### src/rtl/ahb_sram_slave_if.sv
// AHB-Lite bus bundle between an AHB master/interconnect and the SRAM responder.
// hready is the interconnect-muxed ready, so it is driven from the master side.
interface ahb_sram_slave_if #(
   parameter int ADDR_WIDTH = 32,
   parameter int DATA_WIDTH = 32
);
   logic                  hsel;
   logic [ADDR_WIDTH-1:0] haddr;
   logic [1:0]            htrans;
   logic                  hwrite;
   logic [2:0]            hsize;
   logic [2:0]            hburst;
   logic [DATA_WIDTH-1:0] hwdata;
   logic                  hready;
   logic                  hreadyout;
   logic [1:0]            hresp;
   logic [DATA_WIDTH-1:0] hrdata;

   modport master (
      output hsel, haddr, htrans, hwrite, hsize, hburst, hwdata, hready,
      input  hreadyout, hresp, hrdata
   );

   modport slave (
      input  hsel, haddr, htrans, hwrite, hsize, hburst, hwdata, hready,
      output hreadyout, hresp, hrdata
   );
endinterface

### src/rtl/ahb_sram_slave.sv
// AHB-Lite SRAM responder: register-array memory, byte-lane writes,
// programmable wait states and two-cycle ERROR for illegal accesses.
//
// state     | meaning
// ----------+--------------------------------------------------------------
// ST_IDLE   | no data phase pending, ready, OKAY
// ST_WAIT   | data phase stalled, wait_cnt counts down to 0
// ST_ACCESS | data phase completes this cycle (write commits at closing edge)
// ST_ERR1   | first ERROR cycle, hreadyout low
// ST_ERR2   | second ERROR cycle, hreadyout high, may accept next address
module ahb_sram_slave #(
   parameter int ADDR_WIDTH  = 32,
   parameter int DATA_WIDTH  = 32,
   parameter int MEM_DEPTH   = 64,
   parameter int WAIT_STATES = 0
) (
   input  logic             hclk,
   input  logic             hresetn,
   ahb_sram_slave_if.slave  bus
);

   localparam int         IDX_W     = (MEM_DEPTH > 1) ? $clog2(MEM_DEPTH) : 1;
   localparam logic [14:0] DEPTH_LIM = 15'(MEM_DEPTH);
   localparam logic [1:0]  WAIT_LOAD = (WAIT_STATES > 0) ? 2'(WAIT_STATES - 1) : 2'd0;

   typedef enum logic [2:0] {
      ST_IDLE   = 3'd0,
      ST_WAIT   = 3'd1,
      ST_ACCESS = 3'd2,
      ST_ERR1   = 3'd3,
      ST_ERR2   = 3'd4
   } state_t;

   state_t           state;
   state_t           state_nxt;
   logic [1:0]       wait_cnt;
   logic [IDX_W-1:0] dp_index;
   logic [3:0]       dp_mask;
   logic             dp_write;

   logic             ph_open;
   logic             accept;
   logic             addr_err;
   logic [13:0]      a_index;
   logic [3:0]       a_mask;

   logic [31:0]      mem [MEM_DEPTH];

   logic             unused_bits;
   assign unused_bits = ^{bus.haddr[ADDR_WIDTH-1:16], bus.hburst, bus.htrans[0], a_index};

   assign a_index = bus.haddr[15:2];
   assign ph_open = (state == ST_IDLE) || (state == ST_ACCESS) || (state == ST_ERR2);
   assign accept  = bus.hsel & bus.hready & bus.htrans[1] & ph_open;

   // Lane mask and legality of the address phase currently on the bus.
   always_comb begin
      a_mask   = 4'b0000;
      addr_err = 1'b0;
      case (bus.hsize)
         3'd0: a_mask = 4'b0001 << bus.haddr[1:0];
         3'd1: begin
            a_mask   = bus.haddr[1] ? 4'b1100 : 4'b0011;
            addr_err = bus.haddr[0];
         end
         3'd2: begin
            a_mask   = 4'b1111;
            addr_err = |bus.haddr[1:0];
         end
         default: addr_err = 1'b1;
      endcase
      if ({1'b0, a_index} >= DEPTH_LIM) begin
         addr_err = 1'b1;
      end
   end

   always_ff @(posedge hclk or negedge hresetn) begin
      if (!hresetn) begin
         state <= ST_IDLE;
      end else begin
         state <= state_nxt;
      end
   end

   always_comb begin
      state_nxt = state;
      case (state)
         ST_IDLE, ST_ACCESS, ST_ERR2: begin
            if (!accept) begin
               state_nxt = ST_IDLE;
            end else if (addr_err) begin
               state_nxt = ST_ERR1;
            end else if (WAIT_STATES > 0) begin
               state_nxt = ST_WAIT;
            end else begin
               state_nxt = ST_ACCESS;
            end
         end
         ST_WAIT: begin
            if (wait_cnt == 2'd0) begin
               state_nxt = ST_ACCESS;
            end
         end
         ST_ERR1: state_nxt = ST_ERR2;
         default: state_nxt = ST_IDLE;
      endcase
   end

   always_comb begin
      bus.hreadyout = 1'b1;
      bus.hresp     = 2'b00;
      bus.hrdata    = '0;
      case (state)
         ST_WAIT: bus.hreadyout = 1'b0;
         ST_ERR1: begin
            bus.hreadyout = 1'b0;
            bus.hresp     = 2'b01;
         end
         ST_ERR2: bus.hresp = 2'b01;
         ST_ACCESS: begin
            if (!dp_write) begin
               bus.hrdata = mem[dp_index];
            end
         end
         default: ;
      endcase
   end

   // Data-phase registers and the wait-state down-counter.
   always_ff @(posedge hclk or negedge hresetn) begin
      if (!hresetn) begin
         wait_cnt <= 2'd0;
         dp_index <= '0;
         dp_mask  <= 4'b0000;
         dp_write <= 1'b0;
      end else begin
         if (accept) begin
            dp_index <= a_index[IDX_W-1:0];
            dp_mask  <= a_mask;
            dp_write <= bus.hwrite;
         end
         if (accept && !addr_err) begin
            wait_cnt <= WAIT_LOAD;
         end else if ((state == ST_WAIT) && (wait_cnt != 2'd0)) begin
            wait_cnt <= wait_cnt - 2'd1;
         end
      end
   end

   // Storage is deliberately not reset; only ACCESS of a write touches it.
   always_ff @(posedge hclk) begin
      if ((state == ST_ACCESS) && dp_write) begin
         for (int b = 0; b < 4; b++) begin
            if (dp_mask[b]) begin
               mem[dp_index][8*b +: 8] <= bus.hwdata[8*b +: 8];
            end
         end
      end
   end

endmodule

### src/flat_wrapper.sv
// flat-port wrapper written by rule: the top's interface ports become plain ports
module ahb_sram_slave_flat 
#(
   parameter int ADDR_WIDTH  = 32,
   parameter int DATA_WIDTH  = 32,
   parameter int MEM_DEPTH   = 64,
   parameter int WAIT_STATES = 0
)
  (hclk, hresetn, bus_hsel, bus_haddr, bus_htrans, bus_hwrite, bus_hsize, bus_hburst, bus_hwdata, bus_hready, bus_hreadyout, bus_hresp, bus_hrdata);
  ahb_sram_slave_if #(.ADDR_WIDTH(ADDR_WIDTH), .DATA_WIDTH(DATA_WIDTH)) bus_i ();
  input  logic hclk;
  input  logic hresetn;
  input wire logic [$bits(bus_i.hsel)-1:0] bus_hsel;
  input wire logic [$bits(bus_i.haddr)-1:0] bus_haddr;
  input wire logic [$bits(bus_i.htrans)-1:0] bus_htrans;
  input wire logic [$bits(bus_i.hwrite)-1:0] bus_hwrite;
  input wire logic [$bits(bus_i.hsize)-1:0] bus_hsize;
  input wire logic [$bits(bus_i.hburst)-1:0] bus_hburst;
  input wire logic [$bits(bus_i.hwdata)-1:0] bus_hwdata;
  input wire logic [$bits(bus_i.hready)-1:0] bus_hready;
  output wire logic [$bits(bus_i.hreadyout)-1:0] bus_hreadyout;
  output wire logic [$bits(bus_i.hresp)-1:0] bus_hresp;
  output wire logic [$bits(bus_i.hrdata)-1:0] bus_hrdata;
  assign bus_i.hsel = bus_hsel;
  assign bus_i.haddr = bus_haddr;
  assign bus_i.htrans = bus_htrans;
  assign bus_i.hwrite = bus_hwrite;
  assign bus_i.hsize = bus_hsize;
  assign bus_i.hburst = bus_hburst;
  assign bus_i.hwdata = bus_hwdata;
  assign bus_i.hready = bus_hready;
  assign bus_hreadyout = bus_i.hreadyout;
  assign bus_hresp = bus_i.hresp;
  assign bus_hrdata = bus_i.hrdata;
  ahb_sram_slave #(.ADDR_WIDTH(ADDR_WIDTH), .DATA_WIDTH(DATA_WIDTH), .MEM_DEPTH(MEM_DEPTH), .WAIT_STATES(WAIT_STATES)) u_core (.hclk(hclk), .hresetn(hresetn), .bus(bus_i));
endmodule
### config.mk
export PLATFORM = sky130hd
export DESIGN_NAME = ahb_sram_slave_flat
export DESIGN_NICKNAME = d
export VERILOG_FILES = /design/src/rtl/ahb_sram_slave_if.sv /design/src/rtl/ahb_sram_slave.sv /design/src/flat_wrapper.sv
export SDC_FILE = /design/constraint.sdc
export NUM_CORES = 2
export LEC_CHECK = 0
export CORE_ASPECT_RATIO = 1.5
export CORE_UTILIZATION = 30
export DETAILED_ROUTE_END_ITERATION = 16
export PLACE_DENSITY = 0.4
export SYNTH_ARGS = -nofsm -noshare
export SYNTH_HDL_FRONTEND = slang
export SYNTH_SLANG_ARGS = --single-unit
### constraint.sdc
create_clock -name hclk -period 3.2 [get_ports hclk]
set_clock_uncertainty 0.05 [all_clocks]
set_input_delay 0.64 -clock hclk [delete_from_list [all_inputs] [get_ports hclk]]
set_output_delay 0.64 -clock hclk [all_outputs]
set_load 0.005 [all_outputs]
==> summary by stage <==
Routing
The sum of met3 wire segment lengths after detailed routing is 15.2 mm. The number of DRC markers after the initial detailed-route iteration is 4,870. After detailed routing, the number of vias per cell comes to roughly 5.4. The highest signal layer in the routed design is met5. The number of DRC violations after detailed routing is 0. The mean routed wirelength per cell is 34.1 um. Summed over all layers, the routed wires come to 336 mm. After detailed routing, the wire length on met1 is 134 mm. The met2 wire length is 170 mm. The count of nets left with antenna violations after detail routing is 0. The first-pass iteration count of the detailed router is 5.

The via count is 52,894.

Synthesis
The synthesized area divided by synthesized cell count is 16.5 um2. The post-synthesis mux area share is 0.0462. After technology mapping, the gate count stands at approximately 5,000. The flop and latch count out of synthesis is 2,064. The total nets after synthesis is ~5,100. The fraction of the yosys area taken by sequential cells is 0.755. The number of flops mapped to enable cells by yosys is between 2,000 and 2,500. Of the total synthesized cell area, the portion taken by AND, OR, NAND and NOR gates is 0.0754. Ranked by instance count, the synthesized netlist is headed by sky130_fd_sc_hd__edfxtp_1 (2,048), sky130_fd_sc_hd__nor2_1 (292), sky130_fd_sc_hd__a221oi_1 (269). The commonest register cell after synthesis is sky130_fd_sc_hd__edfxtp_1.

The combinational family with the most area after synthesis is compound AO/OA/AOI/OAI gates. During synthesis, Yosys emitted a total of 0 warnings. The adder and majority cell fraction of the synthesized area is 0.000153. The post-synthesis compound-gate area fraction came to 0.0989. Of the total synthesized cell area, the portion taken by XOR and XNOR cells is 0.000107. The share of synthesized area in the top cell type comes to 0.750. The library cell with the highest instance count after synthesis is sky130_fd_sc_hd__edfxtp_1.

The share of async-settable or async-resettable flops after synthesis is 0.00775. The distinct cell type count of the synthesized netlist is 69. The synthesized design spends more area on one cell type than any other, namely sky130_fd_sc_hd__edfxtp_1. Summing every instance area after synthesis gives 82,000 um2. Yosys attributes the largest share of cell area to sky130_fd_sc_hd__edfxtp_1 (75%), sky130_fd_sc_hd__a221oi_1 (2.9%), sky130_fd_sc_hd__mux4_2 (2.3%).

Timing
The setup violation total in the final timing report is 67. The routed design could run at a clock period as short as 4.42 ns. The hold violation count in the final report is 0. Setup repair after global routing could not meet its margin everywhere. The smallest hold slack is 0.0645 ns. The final max-slew violation count is 0. The worst-margin pin slew is 1.13 ns. The final setup slack of the worst path is -1.22 ns. In this run the tightest slew margin relative to its limit is 0.243. Timing would allow up to ~0.23 GHz. The portion of the clock cycle consumed by the worst path in the final layout is 1.38.

Placement
The routability congestion estimate is 0.875. After detailed placement, the total cell area comes to between 90,000 and 100,000 um2. The number of buffers added on ports is 90. The half-perimeter wire length of the detailed placement result is between 200 and 250 mm. The post-placement setup slack is -1.69 ns.

Pwr
The sequential fraction of design power is 0.323. The switching share of total power is 0.349. The combinational cell fraction of total power is 0.415. The portion of total power attributed to the clock network is 0.262.

The worst-case IR drop observed on VDD is 505 uV. Cell internal power was estimated by the tool at just over 60 mW. In this run the power density over the cells is 843 nW/um2. The leakage power summed over all cells is 36.3 nW. The reported net switching power is 32.4 mW.

Global route
Summed over all layers, the global routing overflow is 0. The largest net degree at the start of global routing is between 60 and 70. The initial antenna violation count was 21. The number of global-route vias before repair is 53,496. The overall routing resource usage is 0.234. The first global-routing pass estimated 449 mm of wire.

Min path
The worst hold path belongs to the class primary input to asynchronous set/reset pin.

Setup path
The master of the slowest instance on the critical path is sky130_fd_sc_hd__nor4_4. The type of element launching the critical path is a flop. The startpoint-to-endpoint class of the critical path is flop to primary output. The delay of the slowest cell on the worst path is around 0.56 ns. The most prevalent standard cell on the critical path is sky130_fd_sc_hd__buf_16. Counting cells, the worst reg-to-reg path comes to 8.

Walking the worst path, the cells encountered are buf_6, buf_12, buf_16, buf_16, and4_1, a31oi_2, a41oi_4, nor4_4, a31oi_4, buf_2. The worst setup path is captured at a primary output. The data required time of the critical path is 2.51 ns. The data arrival time of the critical path is 3.73 ns.

The worst-path maximum fanout is 5.

Cells and area
The share of post-route cells with drive strength above 1 is 0.356. Compared with the post-synthesis result, the final layout area differs by 34.1%. The summed area of non-filler cells in the final layout is 110,000 um2. The net count reported at finish is 6,221.

Floorplanning
For this design the top-level I/O count stands at around 110. Row generation in the floorplan step produced 234 rows. The floorplan step defined a die boundary enclosing 276,000 um2. The die is roughly 640 um tall. The initial utilization of the core area, before any placement, comes to 0.302. Measured along the x axis, the die boundary spans 429 um.

After floorplanning, the core was sized to cover 271,000 um2.

CTS
The insertion delay to the later sink of the worst-skew pair is 0.91 ns. The maximum buffer depth of the clock tree is 4. The clock tree synthesis step divided the H-tree into 4 levels. The clock tree from TritonCTS is yes.

The number of buffers added by the clock tree synthesis step is 213. The tree is rooted in a sky130_fd_sc_hd__clkbuf_16. The clock sink total is around 2,100. The clock transition at the registers of the reported paths is 0.06 ns.

Outcome
The checks that failed: negative setup slack. The flow ran to the end, but the final reports show violations.

Run
The max-capacitance violation count is 0.
layout make-up:
cell class | count | area (um2)
Antenna cell | 8 | 20.0
Sequential cell | 2064 | 61900
Inverter | 8 | 71.3
Clock inverter | 119 | 996
Multi-Input combinational cell | 2491 | 22300
Fill cell | 24671 | 161000
Tap cell | 3540 | 4430
Timing Repair Buffer | 1365 | 14700
Clock buffer | 257 | 5540
layout by cell type, fill, tap and decap left out, types with 37 or more instances in the layout:
cell type | synthesis | routed
sky130_fd_sc_hd__clkbuf_16 | 0 | 238
sky130_fd_sc_hd__nand2_1 | 208 | 188
sky130_fd_sc_hd__edfxtp_1 | 2048 | 2048
sky130_fd_sc_hd__nor3_1 | 93 | 64
sky130_fd_sc_hd__o22ai_1 | 47 | 37
sky130_fd_sc_hd__nor2_1 | 292 | 278
sky130_fd_sc_hd__a221oi_1 | 269 | 191
sky130_fd_sc_hd__buf_16 | 0 | 38
sky130_fd_sc_hd__buf_6 | 13 | 117
sky130_fd_sc_hd__mux2i_1 | 178 | 168
sky130_fd_sc_hd__buf_2 | 116 | 42
sky130_fd_sc_hd__a31oi_1 | 145 | 72
sky130_fd_sc_hd__clkbuf_1 | 240 | 42
sky130_fd_sc_hd__a22oi_2 | 0 | 50
sky130_fd_sc_hd__and4_1 | 57 | 57
sky130_fd_sc_hd__nor3b_1 | 57 | 56
sky130_fd_sc_hd__clkinv_2 | 0 | 40
sky130_fd_sc_hd__nand3b_1 | 37 | 37
sky130_fd_sc_hd__and3_1 | 58 | 55
sky130_fd_sc_hd__nand2b_1 | 125 | 110
sky130_fd_sc_hd__a22oi_1 | 207 | 157
sky130_fd_sc_hd__buf_4 | 39 | 882
sky130_fd_sc_hd__a32oi_1 | 72 | 55
sky130_fd_sc_hd__o22a_1 | 57 | 56
sky130_fd_sc_hd__mux4_2 | 85 | 85
sky130_fd_sc_hd__clkinv_1 | 0 | 48
sky130_fd_sc_hd__a31oi_4 | 0 | 52
sky130_fd_sc_hd__buf_12 | 0 | 197
sky130_fd_sc_hd__a221oi_2 | 0 | 60
sky130_fd_sc_hd__and2_1 | 76 | 72
sequential cells by signal (all words and copies together) (netlist names):
signal           count
u_core.mem        2048
u_core.dp_index      6
u_core.dp_mask       4
u_core.state         3
u_core.wait_cnt      2
u_core.dp_write      1
stage by stage:
| stage | utilization | std cells | total power [mW] | setup TNS, ns |
|---|---|---|---|---|
| after global routing | 0.405 | 9845 | 95.4 | -38.04 |
| after global placement | 0.351 | 9245 | 59.1 | -62.88 |
| final | 0.405 | 9852 | 92.8 | -36.88 |
| after CTS | 0.394 | 9765 | 89.6 | -39.23 |
| after floorplan | - | 4983 | 43.1 | 0 |
| after detailed placement | 0.351 | 9245 | 59.1 | -62.88 |
path summary, 6_finish.rpt:
path	start	to	slack [ns]
max	u_core.dp_index[1]	bus_hrdata[15]	-1.22
min	hresetn	u_core.dp_write	0.06
max reg2reg	u_core.dp_index[0]	u_core.mem[14][27]	-0.09
min reg2reg	u_core.dp_mask[1]	u_core.dp_mask[1]	0.46
max in group asynchronous	hresetn	u_core.dp_index[1]	2.73
min in group hclk	bus_hwdata[23]	u_core.mem[16][23]	0.15
layer usage:
metal	up-vias	track usage
li1	22647	-
met1	28069	0.288
met2	1640	0.411
met3	530	0.0282
met4	8	0.0998
met5	-	0
cells by family (layout without fill, tap and decap cells):
| group | count (synthesis) | after routing |
|---|---|---|
| AO/OA/AOI/OAI | 1075 | 1075 |
| flip-flops | 2064 | 2064 |
| adder cells (fa/ha/maj) | 1 | 1 |
| XOR/XNOR | 1 | 1 |
| AND/OR/NAND/NOR | 1141 | 1142 |
| other | 1 | 9 |
| multiplexers | 271 | 271 |
| buffers and inverters | 429 | 1749 |
worst max-delay path, delay by kind of cell, from the launching register on:
family                 cells  cell delay (ns)
AND/OR/NAND/NOR            2             0.74
flip-flops                 1             0.54
AO/OA/AOI/OAI              3             0.65
buffers and inverters      5             0.85
power groups by stage:
stage / registers [mW] / clock network (mW) / logic (mW)
6_report: 29.9 / 24.3 / 38.5
5_1_grt: 29.9 / 25.7 / 39.8
4_1_cts: 29.9 / 24.8 / 34.9
3_5_place_dp: 30.5 / 0 / 28.5
3_3_place_gp: 30.5 / 0 / 28.5
2_1_floorplan: 30.5 / 0 / 12.6
timing repair:
item                                    in CTS  in global routing
pin swaps                                  156                165
hold buffers                                 1                  0
hold endpoints to repair                     2                  0
setup buffers                              128                 93
gates cloned                                28                 23
gates resized for setup                    714                398
endpoints found under the setup margin     264                 57
Note: power is estimated with default switching activity, not from simulation.
